--- config.mk ---
export PLATFORM = sky130hd
export DESIGN_NAME = spdif_transmitter
export DESIGN_NICKNAME = d
export VERILOG_FILES = /design/src/rtl/spdif_pkg.sv /design/src/rtl/spdif_cell_timer.sv /design/src/rtl/spdif_transmitter.sv
export SDC_FILE = /design/constraint.sdc
export NUM_CORES = 1
export LEC_CHECK = 0
export BUFFER_PORTS_ARGS = -buffer_cell sky130_fd_sc_hd__buf_2
export CORE_ASPECT_RATIO = 2
export CORE_MARGIN = 8
export CORE_UTILIZATION = 40
export DETAILED_ROUTE_END_ITERATION = 8
export SYNTH_ARGS = -nofsm -noshare
export SYNTH_HDL_FRONTEND = slang
export SYNTH_SLANG_ARGS = --single-unit
--- constraint.sdc ---
create_clock -name clk -period 4.4 [get_ports clk]
set_input_delay 0.66 -clock clk [delete_from_list [all_inputs] [get_ports clk]]
set_output_delay 0.66 -clock clk [all_outputs]
set_load 0.03 [all_outputs]
--- src/rtl/spdif_pkg.sv ---
// spdif_pkg: shared constants and helpers for the S/PDIF (IEC 60958 consumer)
// transmitter. It holds the preamble patterns, the slot map of a subframe,
// the block/subframe sizes, the default channel-status word and the
// subframe selector type.
package spdif_pkg;

    // Preamble cell patterns for a preceding line level of 0. The first cell
    // sent is the MSB.
    localparam logic [7:0] PRE_B = 8'b11101000;  // left, first frame of block
    localparam logic [7:0] PRE_M = 8'b11100010;  // left, other frames
    localparam logic [7:0] PRE_W = 8'b11100100;  // right

    // Slot map of a 32-slot subframe.
    localparam logic [4:0] SLOT_AUDIO_LSB = 5'd4;
    localparam logic [4:0] SLOT_AUDIO_MSB = 5'd27;
    localparam logic [4:0] SLOT_V         = 5'd28;
    localparam logic [4:0] SLOT_U         = 5'd29;
    localparam logic [4:0] SLOT_C         = 5'd30;
    localparam logic [4:0] SLOT_P         = 5'd31;

    localparam int unsigned FRAMES_PER_BLOCK   = 192;
    localparam int unsigned CELLS_PER_SUBFRAME = 64;
    localparam int unsigned CELL_W             = $clog2(CELLS_PER_SUBFRAME);
    localparam int unsigned FRAME_W            = $clog2(FRAMES_PER_BLOCK);
    localparam logic [FRAME_W-1:0] LAST_FRAME  = FRAME_W'(FRAMES_PER_BLOCK - 1);

    // Default channel status: bit 2 = copy permitted, bit 25 = 48 kHz.
    localparam logic [FRAMES_PER_BLOCK-1:0] CS_DEFAULT =
        (FRAMES_PER_BLOCK'(1) << 2) | (FRAMES_PER_BLOCK'(1) << 25);

    typedef enum logic {
        SUB_LEFT  = 1'b0,
        SUB_RIGHT = 1'b1
    } subframe_t;

    // Preamble for the subframe about to start.
    function automatic logic [7:0] preamble_pattern(input subframe_t sub,
                                                    input logic block_start);
        if (sub == SUB_RIGHT) begin
            return PRE_W;
        end
        return block_start ? PRE_B : PRE_M;
    endfunction

endpackage

--- src/rtl/spdif_cell_timer.sv ---
// spdif_cell_timer: fractional phase accumulator that produces a one-clock
// cell enable at an average rate of exactly CELL_RATE per second from a clock
// of CLK_FREQUENCY Hz.
//   clk      in   system clock
//   reset    in   asynchronous, active-high
//   cell_ce  out  high in the clock cycle whose rising edge advances one cell
module spdif_cell_timer
    import spdif_pkg::*;
#(
    parameter int unsigned CLK_FREQUENCY = 100_000_000,
    parameter int unsigned CELL_RATE     = 6_144_000
) (
    input  logic clk,
    input  logic reset,
    output logic cell_ce
);

    logic [31:0] acc;
    logic [32:0] acc_sum;
    logic [31:0] acc_next;

    // One extra bit on the sum so acc + CELL_RATE cannot wrap before the
    // comparison.
    always_comb begin
        acc_sum  = {1'b0, acc} + {1'b0, 32'(CELL_RATE)};
        cell_ce  = (acc_sum >= {1'b0, 32'(CLK_FREQUENCY)});
        acc_next = cell_ce ? 32'(acc_sum - {1'b0, 32'(CLK_FREQUENCY)})
                           : acc_sum[31:0];
    end

    // NOTE: sequential state uses non-blocking assignments so every register
    // samples pre-edge values regardless of process evaluation order.
    always_ff @(posedge clk or posedge reset) begin
        if (reset) begin
            acc <= '0;
        end else begin
            acc <= acc_next;
        end
    end

endmodule

--- src/rtl/spdif_transmitter.sv ---
// spdif_transmitter: biphase-mark S/PDIF line encoder for 24-bit stereo PCM.
//   clk          in   system clock
//   reset        in   asynchronous, active-high
//   in_left      in   24-bit left sample, two's complement
//   in_right     in   24-bit right sample
//   in_valid     in   sample pair present
//   in_ready     out  holding buffer empty
//   tos_out      out  biphase-mark line level to the optical transmitter
//   frame_start  out  one-cycle pulse when a B/M preamble begins
//   underrun     out  one-cycle pulse when a frame starts with no pair held
module spdif_transmitter
    import spdif_pkg::*;
#(
    parameter int unsigned                  CLK_FREQUENCY = 100_000_000,
    parameter int unsigned                  SAMPLE_RATE   = 48_000,
    parameter logic [FRAMES_PER_BLOCK-1:0]  CS_WORD       = CS_DEFAULT
) (
    input  logic        clk,
    input  logic        reset,
    input  logic [23:0] in_left,
    input  logic [23:0] in_right,
    input  logic        in_valid,
    output logic        in_ready,
    output logic        tos_out,
    output logic        frame_start,
    output logic        underrun
);

    // 32 slots of 2 cells per subframe, 2 subframes per frame.
    localparam int unsigned CELL_RATE = SAMPLE_RATE * 128;

    logic               cell_ce;
    logic [CELL_W-1:0]  cell_cnt;
    subframe_t          sub;
    logic [FRAME_W-1:0] frame_cnt;
    logic               pre_level;

    logic [23:0]        hold_left;
    logic [23:0]        hold_right;
    logic               hold_full;
    logic [23:0]        tx_left;
    logic [23:0]        tx_right;
    logic               tx_v;

    logic [4:0]         slot;
    logic [4:0]         audio_idx;
    logic [23:0]        sample;
    logic               cs_bit;
    logic               parity;
    logic               data_bit;
    logic [7:0]         pattern;
    logic               pre_ref;
    logic               cell_value;
    logic               frame_begin;
    logic               xfer;

    spdif_cell_timer #(
        .CLK_FREQUENCY(CLK_FREQUENCY),
        .CELL_RATE    (CELL_RATE)
    ) u_timer (
        .clk    (clk),
        .reset  (reset),
        .cell_ce(cell_ce)
    );

    assign in_ready    = ~hold_full;
    assign xfer        = in_valid & ~hold_full;
    assign frame_begin = cell_ce & (sub == SUB_LEFT) & (cell_cnt == '0);

    assign slot      = cell_cnt[CELL_W-1:1];
    assign audio_idx = slot - SLOT_AUDIO_LSB;
    assign sample    = (sub == SUB_LEFT) ? tx_left : tx_right;
    assign cs_bit    = CS_WORD[frame_cnt];
    // U is always 0, so only audio, V and C contribute to even parity.
    assign parity    = ^{sample, tx_v, cs_bit};

    always_comb begin
        // NOTE: assign a default before any branch so no path leaves the
        // signal unassigned, which would infer a latch.
        data_bit = 1'b0;
        if (slot >= SLOT_AUDIO_LSB && slot <= SLOT_AUDIO_MSB) begin
            data_bit = sample[audio_idx];
        end else if (slot == SLOT_V) begin
            data_bit = tx_v;
        end else if (slot == SLOT_C) begin
            data_bit = cs_bit;
        end else if (slot == SLOT_P) begin
            data_bit = parity;
        end
    end

    // Preambles are sent as raw cells relative to the level at the end of the
    // previous subframe; that level is still on tos_out at cell 0 and is kept
    // in pre_level for cells 1-7.
    assign pattern = preamble_pattern(sub, frame_cnt == '0);
    assign pre_ref = (cell_cnt == '0) ? tos_out : pre_level;

    always_comb begin
        cell_value = 1'b0;
        if (slot < SLOT_AUDIO_LSB) begin
            cell_value = pattern[3'd7 - cell_cnt[2:0]] ^ pre_ref;
        end else if (!cell_cnt[0]) begin
            cell_value = ~tos_out;               // every bit starts with an edge
        end else begin
            cell_value = tos_out ^ data_bit;     // mid-bit edge only for a 1
        end
    end

    // Line output and position counters; everything advances on cell_ce only.
    always_ff @(posedge clk or posedge reset) begin
        if (reset) begin
            tos_out   <= 1'b0;
            pre_level <= 1'b0;
            cell_cnt  <= '0;
            sub       <= SUB_LEFT;
            frame_cnt <= '0;
        end else if (cell_ce) begin
            tos_out  <= cell_value;
            cell_cnt <= cell_cnt + 1'b1;
            if (cell_cnt == '0) begin
                pre_level <= tos_out;
            end
            if (cell_cnt == '1) begin
                sub <= (sub == SUB_LEFT) ? SUB_RIGHT : SUB_LEFT;
                if (sub == SUB_RIGHT) begin
                    frame_cnt <= (frame_cnt == LAST_FRAME) ? '0 : frame_cnt + 1'b1;
                end
            end
        end
    end

    // Holding buffer and transmit register. A frame start consumes what was
    // held before this edge; a same-edge transfer (only possible when the
    // buffer was empty) refills it, so the later assignment wins.
    always_ff @(posedge clk or posedge reset) begin
        if (reset) begin
            // NOTE: the sample registers are reset along with their valid flag;
            // they are few, and it keeps underrun frames free of stale data.
            hold_left  <= '0;
            hold_right <= '0;
            hold_full  <= 1'b0;
            tx_left    <= '0;
            tx_right   <= '0;
            tx_v       <= 1'b0;
        end else begin
            if (frame_begin) begin
                tx_left   <= hold_full ? hold_left  : 24'd0;
                tx_right  <= hold_full ? hold_right : 24'd0;
                tx_v      <= ~hold_full;
                hold_full <= 1'b0;
            end
            if (xfer) begin
                hold_left  <= in_left;
                hold_right <= in_right;
                hold_full  <= 1'b1;
            end
        end
    end

    always_ff @(posedge clk or posedge reset) begin
        if (reset) begin
            frame_start <= 1'b0;
            underrun    <= 1'b0;
        end else begin
            frame_start <= frame_begin;
            underrun    <= frame_begin & ~hold_full;
        end
    end

endmodule

; ---- Word level (Yosys, flattened, before mapping)
; Memories as Yosys holds them, arrays and structs flattened.
; Cells that the tools add are included.
; Widths: inputs -> output; s select.
[totals]
regBits = 149
mem_bits_ro = 256
input_bits = 51
wordCells = 73
mem_count = 1
[memory_table]
columns = name, words, width, read_ports, rd_ports_with_merged_regs, write_ports, line
row1 = (no name shown), 256, 1, 1, 0, 0, spdif_transmitter.sv:73  ; assign cs_bit = CS_WORD[frame_cnt];
[op_classes]
n_addsub = 6
order_cmp = 7
eq_ne = 5
mux = 24
bitwise = 9
reduce_logical = 7
[op_table]
columns = operator, count
row1 = $mux 24, 3
row2 = $add 32x23->33 const B, 1
row3 = $ge 33x27->1 const B, 1
row4 = $mux 32, 1
row5 = $sub 32x27->32 const B, 1
row6 = $reduce_xor 26->1, 1
row7 = $mux 8, 3
row8 = $eq 5x5->1 const B, 3
row9 = $mux 1, 14
row10 = $lt 8x9->1 const B, 1
row11 = $add 8x1->8 const B, 1
row12 = $eq 8x8->1 const B, 1
row13 = $logic_not 8->1, 1
row14 = $add 6x1->6 const B, 1
row15 = $eq 6x6->1 const B, 1
row16 = $logic_not 6->1, 1
row17 = $lt 5x6->1 const B, 1
row18 = $bmux 1 s5, 1
row19 = $ge 5x3->1 const B, 1
row20 = $le 5x5->1 const B, 1
row21 = $lt 5x3->1 const B, 1
row22 = $sub 5x3->5 const B, 1
row23 = $and 1x1->1, 4
row24 = $lt 3x4->1 const B, 1
row25 = other kinds (9), 12

; ---- Longest topological paths before layout
; Gate-level depths: netlist of the first run.
[depth]
word_depth = 10
depth_mapped = 14

; ---- Hierarchy
; Synthesis of the first run repeated with hierarchy kept, for this count alone.
[hier_totals]
cells_unflattened = 719
hier_area_um2 = 7614.8
[by_module_without_submodules]
columns = mod, instances, cells_per_inst, area_per_inst_um2, seq_area_each_um2
row1 = spdif_transmitter, 1, 512, 5738.0, 2927.8
row2 = spdif_cell_timer, 1, 207, 1876.8, 600.6

; ---- Worst setup path before layout of the first run
; No wires, ideal clock.
[synth_timing]
path_type = register to register
startpoint = reg u_timer.acc[14]
endpoint = reg hold_full
t_arrival_ns = 2.849
required_ns = 4.282
setup_slack_ns = 1.433
stages_incl_launch_ff = 14
path_buffers = 2
synth_period_minus_slack_ns = 2.967
path_cell_list = dfrtp_1 -> inv_1 -> ha_1 -> nor2b_1 -> o21ai_4 -> a21o_1 -> xnor2_1 -> o22ai_1 -> a21oi_2 -> o211a_4 -> or3_1 -> buf_2 -> buf_6 -> a21o_1
[synth_via]
elab_chain_cells = 5
[synth_lines]
columns = element, line
row1 = from (decl), spdif_cell_timer.sv:18  ; logic [31:0] acc;
row2 = from (signal assigned), spdif_cell_timer.sv:37  ; acc <= acc_next;
row3 = $add 32x23->33, spdif_cell_timer.sv:25  ; acc_sum = {1'b0, acc} + {1'b0, 32'(CELL_RATE)};
row4 = $ge 33x27->1, spdif_cell_timer.sv:26  ; cell_ce = (acc_sum >= {1'b0, 32'(CLK_FREQUENCY)});
row5 = $and 1x1->1 (2 in a row), spdif_transmitter.sv:68  ; assign frame_begin = cell_ce & (sub == SUB_LEFT) & (cell_cnt == '0);
row6 = $reduce_bool 2->1 (no source line), n/a
row7 = to (signal assigned), spdif_transmitter.sv:141  ; hold_full <= 1'b0;
row8 = to (signal assigned), spdif_transmitter.sv:150  ; hold_full <= 1'b0;
row9 = to (signal assigned), spdif_transmitter.sv:155  ; hold_full <= 1'b1;
row10 = to (decl), spdif_transmitter.sv:40  ; logic hold_full;
; Every way passes these cells.
; A chain may end at the register's enable or synchronous reset.

; ---- Final worst setup path of the first run
; Same ends and word-level chain as after synthesis.

==> impl_metrics.yaml, run 1 <==
timing:
  final_hold_viol_count: 0
  timing.final.crit_share_pct: 84.9
  report.final.slew_viol_count: 0
  fin_worst_skew_ps: 10.9
  rsz_0062_raised_after_global_routing: "no"
  hold_slack_ps: 305
  final_period_minus_worst_setup_slack_ps: 3740
  setup_viol: 0
  worstMarginPinSlew_ps: 982
  timing.setup.tns_ps: 0
  achievable-frequency_mhz: 268
  timing.max_slew.rel_slack_pct: 34.5
routing:
  drt-total-wl_um: 16600
  drt-initial-drc-count: 177
  routed_wire_length_per_instance_um: 16.4
  post-route-drc-count: 0
  detail_route.first_pass.iterations: 4
  num_vias: 5305
  routed_via_density: 5.25
  final_antenna_net_count: 0
cells_and_area:
  finalInstanceArea_sq_um: 8590
  nets: 842
  area_delta_synth_final_pct: 14.3
  antenna-diode-count: 0
  fill_cells: 1776
  most_common_cell_after_layout_fill_and_taps_aside: "dfrtp_1"
  stdcell_count: 1010
  multi_input_comb_area_sq_um: 3750
  final-seq-area_sq_um: 3530
  mostFrequentLayoutCells: "140 x dfrtp_1, 135 x nand2_1, 54 x buf_2"
  layout-drive-gt1-share_pct: 22.4
yosys:
  synth.lib_cells_used.distinct: 63
  post_syn_area_sq_um: 7510
  yosysWarningCount: 0
  synth_flop_cell: "dfrtp_1"
  ys_ff_latch: 141
  postSynthAreaPerCell_sq_um: 10.2
  async_reset_ff_share_pct: 100
  synth_nets: 797
  synth_enable_flop_cells: 0
  ys_seq_area_share_pct: 47.0
  synthCells: 733
flow_run:
  drv_cap: 0
power:
  share_seq_of_total_power_pct: 43.4
  internal-power_mw: 3.17
  worst_ir_drop_vdd_mv: 0.307
  total_switching_power_mw: 1.30
  pwr-share-comb_pct: 25.2
  pwr-share-clk_pct: 31.4
  netSwitchingFraction_pct: 29.1
  cellLeakagePower_nw: 3.79
  power_density_nw_per_um2: 520
status:
  outcome: "finished, final reports clean"
floorplan:
  design.portCount: 55
  coreArea_sq_um: 18700
  initial_core_util_pct: 40.3
  floorplan.die_area_sq_um: 23700
  rows: 71
  die_width_um: 113
  die-height_um: 210
placement:
  dpl-instance-area_sq_um: 8000
  placer_congestion_estimate: 0.819
  buffer_ports.inserted: 54
  place.detailed.instances: 978
  dp_hpwl_um: 12400
clocking:
  postCtsSetupBuffers: 0
  cts.path.max_buffers: 2
  root_buffer_cell: "clkbuf_16"
  htreeDepth: 4
  cts_tree: "done"
  cts_num_sinks: 141
  worst_skew_pair.late_latency_ps: 420
  post_cts_hold_buffer_count: 0
  cts-buffers-inserted: 17
  post_cts_resized: 0
  cts.reportedPaths.clkPinSlew_ps: 60
global_route:
  grt_pass1_wl_um: 28000
  grt.overflow.total: 0
  grt_max_degree: 84
  number_of_antenna_violations_at_the_first_check_in_global_routing: 0
  grt_pass1_vias: 5705
  groute.usage.overall_pct: 15.1
worst_setup_path:
  arrival_worst_endpoint_ps: 4040
  type_of_the_worst_setup_path: "flip-flop to flip-flop"
  critical_path.startpoint_type: "flip-flop"
  timing.critical_path.fanout_max: 79
  critical_path_required_time_ps: 4710
  endpoint_kind: "flip-flop"
worst_hold_path:
  timing.hold.worst.class: "primary input to asynchronous set/reset pin"
==> critical path, cell delays in order, from the launching register on <==
cell and delay [ps]:
dfrtp_1 430, inv_1 90, ha_1 220, nor2b_1 390, o21ai_4 120, a21o_1 300
xnor2_1 150, o22ai_1 250, a21oi_2 120, o211a_4 320, or3_2 690, buf_12 290
a21o_1 200
==> final timing paths <==
check | from | end | slack, ps | cells after the start
worst min-delay path | reset | u_timer.acc[23] | 300 | 2
worst max-delay path | u_timer.acc[14] | hold_full | 660 | 12
worst max register to register | u_timer.acc[14] | hold_full | 660 | 12
max in group asynchronous | reset | u_timer.acc[30] | 3250 | 3
worst min register to register | u_timer.acc[12] | u_timer.acc[12] | 500 | 1
min in group clk | in_right[10] | hold_right[10] | 470 | 2
==> Yosys cell counts (2+ instances only) <==
master    count  area (sq um)
nor4_1        2          12.5
nor2b_1       5          31.3
nand3_1      15          75.1
a21oi_1      15          75.1
buf_2        15          75.1
a21boi_1      2          15.0
o22ai_1       4          25.0
and2_1        5          31.3
dfrtp_1     141          3530
and3_1        8          50.1
nand2b_1      8          50.1
nor2_1       29           109
inv_1        19          71.3
buf_1         2          7.51
a21o_1        5          37.5
xnor2_1      53           464
nor4b_1       2          17.5
a211oi_1      4          30.0
mux2i_1       6          60.1
mux4_2       14           315
o21ai_0      20           100
a21oi_2       2          17.5
ha_1         13           163
clkbuf_1     20          75.1
nand4_1       6          37.5
nor3_1       10          50.1
mux2_2       51           574
xor2_1       30           263
nand2_1     135           507
o211ai_1      2          15.0
or3_1         4          25.0
o21ai_1      50           250
a31oi_1       6          37.5
==> power by group through the flow <==
stage / sequential, mW / combinational, mW / clock [mW]
3_5_place_dp: 1.96 / 1.14 / 0
4_1_cts: 1.95 / 1.15 / 1.45
2_1_floorplan: 1.85 / 0.960 / 0
5_1_grt: 1.98 / 1.27 / 1.51
6_report: 1.94 / 1.12 / 1.40
3_3_place_gp: 1.96 / 1.12 / 0
==> logic make-up after synthesis <==
group,after synthesis,share of synthesized area (%)
adder cells (fa/ha/maj),13,2.17
multiplexers,71,12.6
AND/OR/NAND/NOR,241,14.6
buffers and inverters,58,3.25
XOR/XNOR,84,9.98
AO/OA/AOI/OAI,125,10.4
flip-flops,141,47.0
==> registers in the layout (all words and copies together) (netlist names) <==
register / flops
cell_cnt: 6
frame_cnt: 8
frame_start: 1
hold_full: 1
hold_left: 24
hold_right: 24
pre_level: 1
sub: 1
tos_out: 1
tx_left: 24
tx_right: 24
tx_v: 1
u_timer.acc: 24
underrun: 1
==> through the flow <==
step | utilization [%] | setup slack [ps] | power, mW
after floorplan | - | 1430 | 2.81
final | 46.0 | 665 | 4.47
after global routing | 46.0 | 355 | 4.76
after global placement | 42.9 | 766 | 3.08
after detailed placement | 42.9 | 694 | 3.11
after CTS | 46.0 | 669 | 4.54
==> cell type report <==
type	instances	share of cell area, %
clock buffer	19	5.16
timing repair buffer	64	4.31
inverter	20	0.918
tap	219	3.19
multi-input combinational	534	43.6
clock inverter	13	1.68
sequential	141	41.1
==> metal layers <==
layer,wire [um],GRT usage [%],vias to the layer above
li1,-,-,2608
met1,5940,14.2,2579
met2,9730,29.4,80
met3,326,2.71,38
met4,618,8.56,0
met5,0,0,-
(Power assumes the default switching activity.)
==> run 2: changes to the inputs <==
Clock period 4.4 ns to 3.3 ns, I/O delays scaled along.
==> impl_metrics.yaml, run 2 (synthesis gave the netlist of run 1 again) <==
status:
  outcome: "finished, final reports clean"
floorplan:
  initial_core_util_pct: 40.3
  design.portCount: 55
  coreArea_sq_um: 18700
  floorplan.die_area_sq_um: 23700
  rows: 71
  die-height_um: 210
  die_width_um: 113
cells_and_area:
  nets: 859
  mostFrequentLayoutCells: "140 x dfrtp_1, 135 x nand2_1, 54 x buf_2"
  layout-drive-gt1-share_pct: 24.4
  layout.core_utilization_pct: 47.5
  area_delta_synth_final_pct: 18.0
  antenna-diode-count: 0
  most_common_cell_after_layout_fill_and_taps_aside: "dfrtp_1"
clocking:
  cts_tree: "done"
  post_cts_resized: 0
  cts.path.max_buffers: 2
  htreeDepth: 4
  worst_skew_pair.late_latency_ps: 420
  postCtsSetupBuffers: 0
  cts-buffers-inserted: 17
  cts_num_sinks: 141
  post_cts_hold_buffer_count: 0
  cts.reportedPaths.clkPinSlew_ps: 70
  root_buffer_cell: "clkbuf_16"
global_route:
  grt.overflow.total: 0
  grt_pass1_vias: 5810
  groute.usage.overall_pct: 15.5
  number_of_antenna_violations_at_the_first_check_in_global_routing: 1
  grt_pass1_wl_um: 28800
  grt_max_degree: 70
routing:
  final_antenna_net_count: 0
  detail_route.first_pass.iterations: 5
  num_vias: 5429
  post-route-drc-count: 0
  drt-initial-drc-count: 172
  routed_via_density: 5.29
  routed_wire_length_per_instance_um: 16.9
  drt-total-wl_um: 17400
worst_setup_path:
  arrival_worst_endpoint_ps: 3390
  worstPathBufferInverterCount: 2
  timing.critical_path.slowest_stage_cell: "or3_4"
  endpoint_kind: "flip-flop"
  critical_path.startpoint_type: "flip-flop"
  biggest_cell_delay_along_the_critical_path_ps: 430
  crit_chain: "inv_1 -> ha_1 -> nand2b_1 -> a211oi_1 -> xnor2_1 -> nor2_1 -> and4b_1 -> a21oi_2 -> o211a_4 -> or3_4 -> buf_12 -> a21o_1"
  critical-path-top-delay-family: "simple AND/OR/NAND/NOR gates"
  type_of_the_worst_setup_path: "flip-flop to flip-flop"
  critical_path_required_time_ps: 3610
  timing.critical_path.fanout_max: 46
placement:
  placer_congestion_estimate: 0.885
  buffer_ports.inserted: 54
  dp_hpwl_um: 13000
power:
  power_density_nw_per_um2: 705
  netSwitchingFraction_pct: 28.0
  share_seq_of_total_power_pct: 41.5
  pwr-share-comb_pct: 24.5
  total_switching_power_mw: 1.75
  worst_ir_drop_vdd_mv: 0.597
  internal-power_mw: 4.50
  cellLeakagePower_nw: 3.95
  pwr-share-clk_pct: 34.0
timing:
  timing.final.crit_share_pct: 93.4
  hold_slack_ps: 25.0
  worstMarginPinSlew_ps: 654
  fin_worst_skew_ps: 11.6
  report.final.slew_viol_count: 0
  timing.setup.tns_ps: 0
  rsz_0062_raised_after_global_routing: "no"
  achievable-frequency_mhz: 325
  setup_viol: 0
  final_hold_viol_count: 0
  final_period_minus_worst_setup_slack_ps: 3080
  timing.max_slew.rel_slack_pct: 56.4
worst_hold_path:
  timing.hold.worst.class: "primary input to asynchronous set/reset pin"
flow_run:
  drv_cap: 0
-- run 2: cell types whose count changed in the layout (fill, tap and decap cells not counted), moves of 2 or more --
cell        delta
bufinv_16      +3
buf_4         +14
buf_12         +2
clkbuf_8       +2
clkinvlp_4     -5
clkinv_4       -2
-- run 2: per-layer routing --
layer	global-route usage, %	vias to the layer above	wire length (um)
met5	0	-	0
met4	9.02	0	798
met3	2.96	44	381
met2	29.9	89	10000
met1	14.7	2659	6160
li1	-	2637	-
-- run 2: path summary, 6_finish.rpt --
kind | startpoint | end | slack, ps | cells past startpoint
setup / recovery | u_timer.acc[15] | hold_full | 220 | 12
hold / removal | reset | hold_left[3] | 30 | 2
setup reg to reg | u_timer.acc[15] | hold_full | 220 | 12
hold reg to reg | u_timer.acc[12] | u_timer.acc[12] | 470 | 1
max in group asynchronous | reset | hold_left[9] | 2640 | 3
min in group clk | in_left[5] | hold_left[5] | 300 | 2
-- run 2: metrics by stage --
stage	total power, mW	worst slack [ps]	cells	cell area, sq um
2_1_floorplan	3.75	333	733	7510
3_3_place_gp	4.13	97.0	994	8140
3_5_place_dp	4.18	56.2	994	8140
4_1_cts	6.32	24.0	1025	8800
5_1_grt	6.60	17.1	1026	8860
6_report	6.25	219	1026	8860
-- run 2: cell type report --
| type | instances | area [sq um] |
|---|---|---|
| sequential | 141 | 3530 |
| inverter | 20 | 78.8 |
| multi-input combinational | 534 | 3780 |
| fill | 1773 | 9790 |
| clock inverter | 9 | 183 |
| tap | 219 | 274 |
| clock buffer | 22 | 474 |
| timing repair buffer | 81 | 541 |
-- run 2: worst reg2reg max path: stages (launching register included) --
cell	delay, ps
dfrtp_1	420
inv_1	70
ha_1	210
nand2b_1	130
a211oi_1	340
xnor2_1	210
nor2_1	220
and4b_1	230
a21oi_2	60
o211a_4	240
or3_4	430
buf_12	200
a21o_1	200
-- run 2: power by group through the flow --
stage / registers (mW) / logic, mW / clock network, mW
2_1_floorplan: 2.47 / 1.28 / 0
3_3_place_gp: 2.61 / 1.52 / 0
3_5_place_dp: 2.63 / 1.55 / 0
4_1_cts: 2.60 / 1.55 / 2.17
5_1_grt: 2.65 / 1.71 / 2.23
6_report: 2.59 / 1.53 / 2.12
==> run 3: changes to the inputs <==
Settings changed: HOLD_SLACK_MARGIN set to 0.12.
==> impl_metrics.yaml, run 3 (synthesis gave the netlist of run 1 again) <==
clocking:
  cts.path.max_buffers: 2
  postCtsSetupBuffers: 0
  htreeDepth: 4
  root_buffer_cell: "clkbuf_16"
  cts_num_sinks: 141
  worst_skew_pair.late_latency_ps: 420
  cts.reportedPaths.clkPinSlew_ps: 70
  cts-buffers-inserted: 17
  cts_tree: "done"
worst_setup_path:
  critical_path.startpoint_type: "flip-flop"
  type_of_the_worst_setup_path: "flip-flop to flip-flop"
  arrival_worst_endpoint_ps: 3390
  critical_path_required_time_ps: 3610
  timing.critical_path.fanout_max: 46
  endpoint_kind: "flip-flop"
  reg2reg_slack_ps: 220
  reg2reg_depth: 12
routing:
  routed_via_density: 5.28
  routed_wire_length_per_instance_um: 16.9
  num_vias: 5426
  final_antenna_net_count: 0
  drt-total-wl_um: 17400
  drt-initial-drc-count: 175
  post-route-drc-count: 0
  detail_route.first_pass.iterations: 5
timing:
  fin_worst_skew_ps: 11.7
  final_period_minus_worst_setup_slack_ps: 3080
  timing.max_slew.rel_slack_pct: 56.5
  report.final.slew_viol_count: 0
  timing.setup.tns_ps: 0
  worstMarginPinSlew_ps: 652
  achievable-frequency_mhz: 325
  rsz_0062_raised_after_global_routing: "no"
  final_hold_viol_count: 0
  setup_viol: 0
  hold_slack_ps: 304
  timing.final.crit_share_pct: 93.3
cells_and_area:
  most_common_cell_after_layout_fill_and_taps_aside: "dfrtp_1"
  fill_cells: 1775
  antenna-diode-count: 0
  area_delta_synth_final_pct: 18.2
  layout-drive-gt1-share_pct: 24.4
  stdcell_count: 1027
  nets: 860
  mostFrequentLayoutCells: "140 x dfrtp_1, 135 x nand2_1, 54 x buf_2"
  layout.core_utilization_pct: 47.6
placement:
  place.detailed.instances: 994
  placer_congestion_estimate: 0.885
  dp_hpwl_um: 13000
  buffer_ports.inserted: 54
global_route:
  grt_pass1_vias: 5810
  grt_pass1_wl_um: 28800
  number_of_antenna_violations_at_the_first_check_in_global_routing: 1
  grt_max_degree: 70
  grt.overflow.total: 0
  groute.usage.overall_pct: 15.5
power:
  power.total_mw: 6.25
  power_density_nw_per_um2: 704
  worst_ir_drop_vdd_mv: 0.597
  cellLeakagePower_nw: 3.95
worst_hold_path:
  timing.hold.worst_path_depth: 2
  timing.hold.worst.class: "primary input to flip-flop"
floorplan:
  initial_core_util_pct: 40.3
  rows: 71
  die-height_um: 210
  die_width_um: 113
  floorplan.die_area_sq_um: 23700
  design.portCount: 55
  coreArea_sq_um: 18700
status:
  outcome: "finished, final reports clean"
flow_run:
  drv_cap: 0
==> run 3: layer usage <==
metal,share of wire (%),global-route usage [%],vias to the layer above
li1,-,-,2640
met1,35,14.7,2644
met2,58,29.9,98
met3,2.2,2.96,44
met4,4.6,9.02,0
met5,0,0,-
==> run 3: worst max-delay path: stages (launching register included) <==
cell and delay, ps:
dfrtp_1 420, inv_1 70, ha_1 210, nand2b_1 130
a211oi_1 340, xnor2_1 210, nor2_1 210, and4b_1 230
a21oi_2 60, o211a_4 240, or3_4 430, buf_12 200
a21o_1 190
==> run 3: where the power goes <==
part / switching [mW] / leakage [nW] / internal, mW
clock: 0.725 / 0.313 / 1.40
combinational: 0.645 / 1.91 / 0.884
sequential: 0.382 / 1.73 / 2.21
==> run 3: path summary, 6_finish.rpt <==
path	startpoint	to
worst min-delay path	in_left[5]	hold_left[5]
worst min register to register	u_timer.acc[12]	u_timer.acc[12]
min in group asynchronous	reset	hold_left[3]
worst max register to register	u_timer.acc[15]	hold_full
max in group asynchronous	reset	hold_left[9]
worst max-delay path	u_timer.acc[15]	hold_full
==> run 3: area by class of cell <==
| class | instances | area (sq um) | area share (%) |
|---|---|---|---|
| clock buffer | 22 | 474 | 5.34 |
| clock inverter | 9 | 183 | 2.06 |
| inverter | 20 | 78.8 | 0.888 |
| multi-input combinational | 534 | 3780 | 42.6 |
| sequential | 141 | 3530 | 39.8 |
| tap | 219 | 274 | 3.09 |
| timing repair buffer | 82 | 551 | 6.20 |
==> run 3: metrics by stage <==
stage	instance area (sq um)	worst slack, ps
after floorplan	7510	333
after global placement	8140	97.0
after detailed placement	8140	56.2
after CTS	8810	24.0
after global routing	8870	17.1
final	8870	221
==> run 3: repair_timing <==
| item | CTS | global route |
|---|---|---|
| resized for setup | 0 | 9 |
| endpoints found under the hold margin | 8 | 0 |
| hold buffers | 1 | 0 |
| setup endpoints to repair | 0 | 67 |
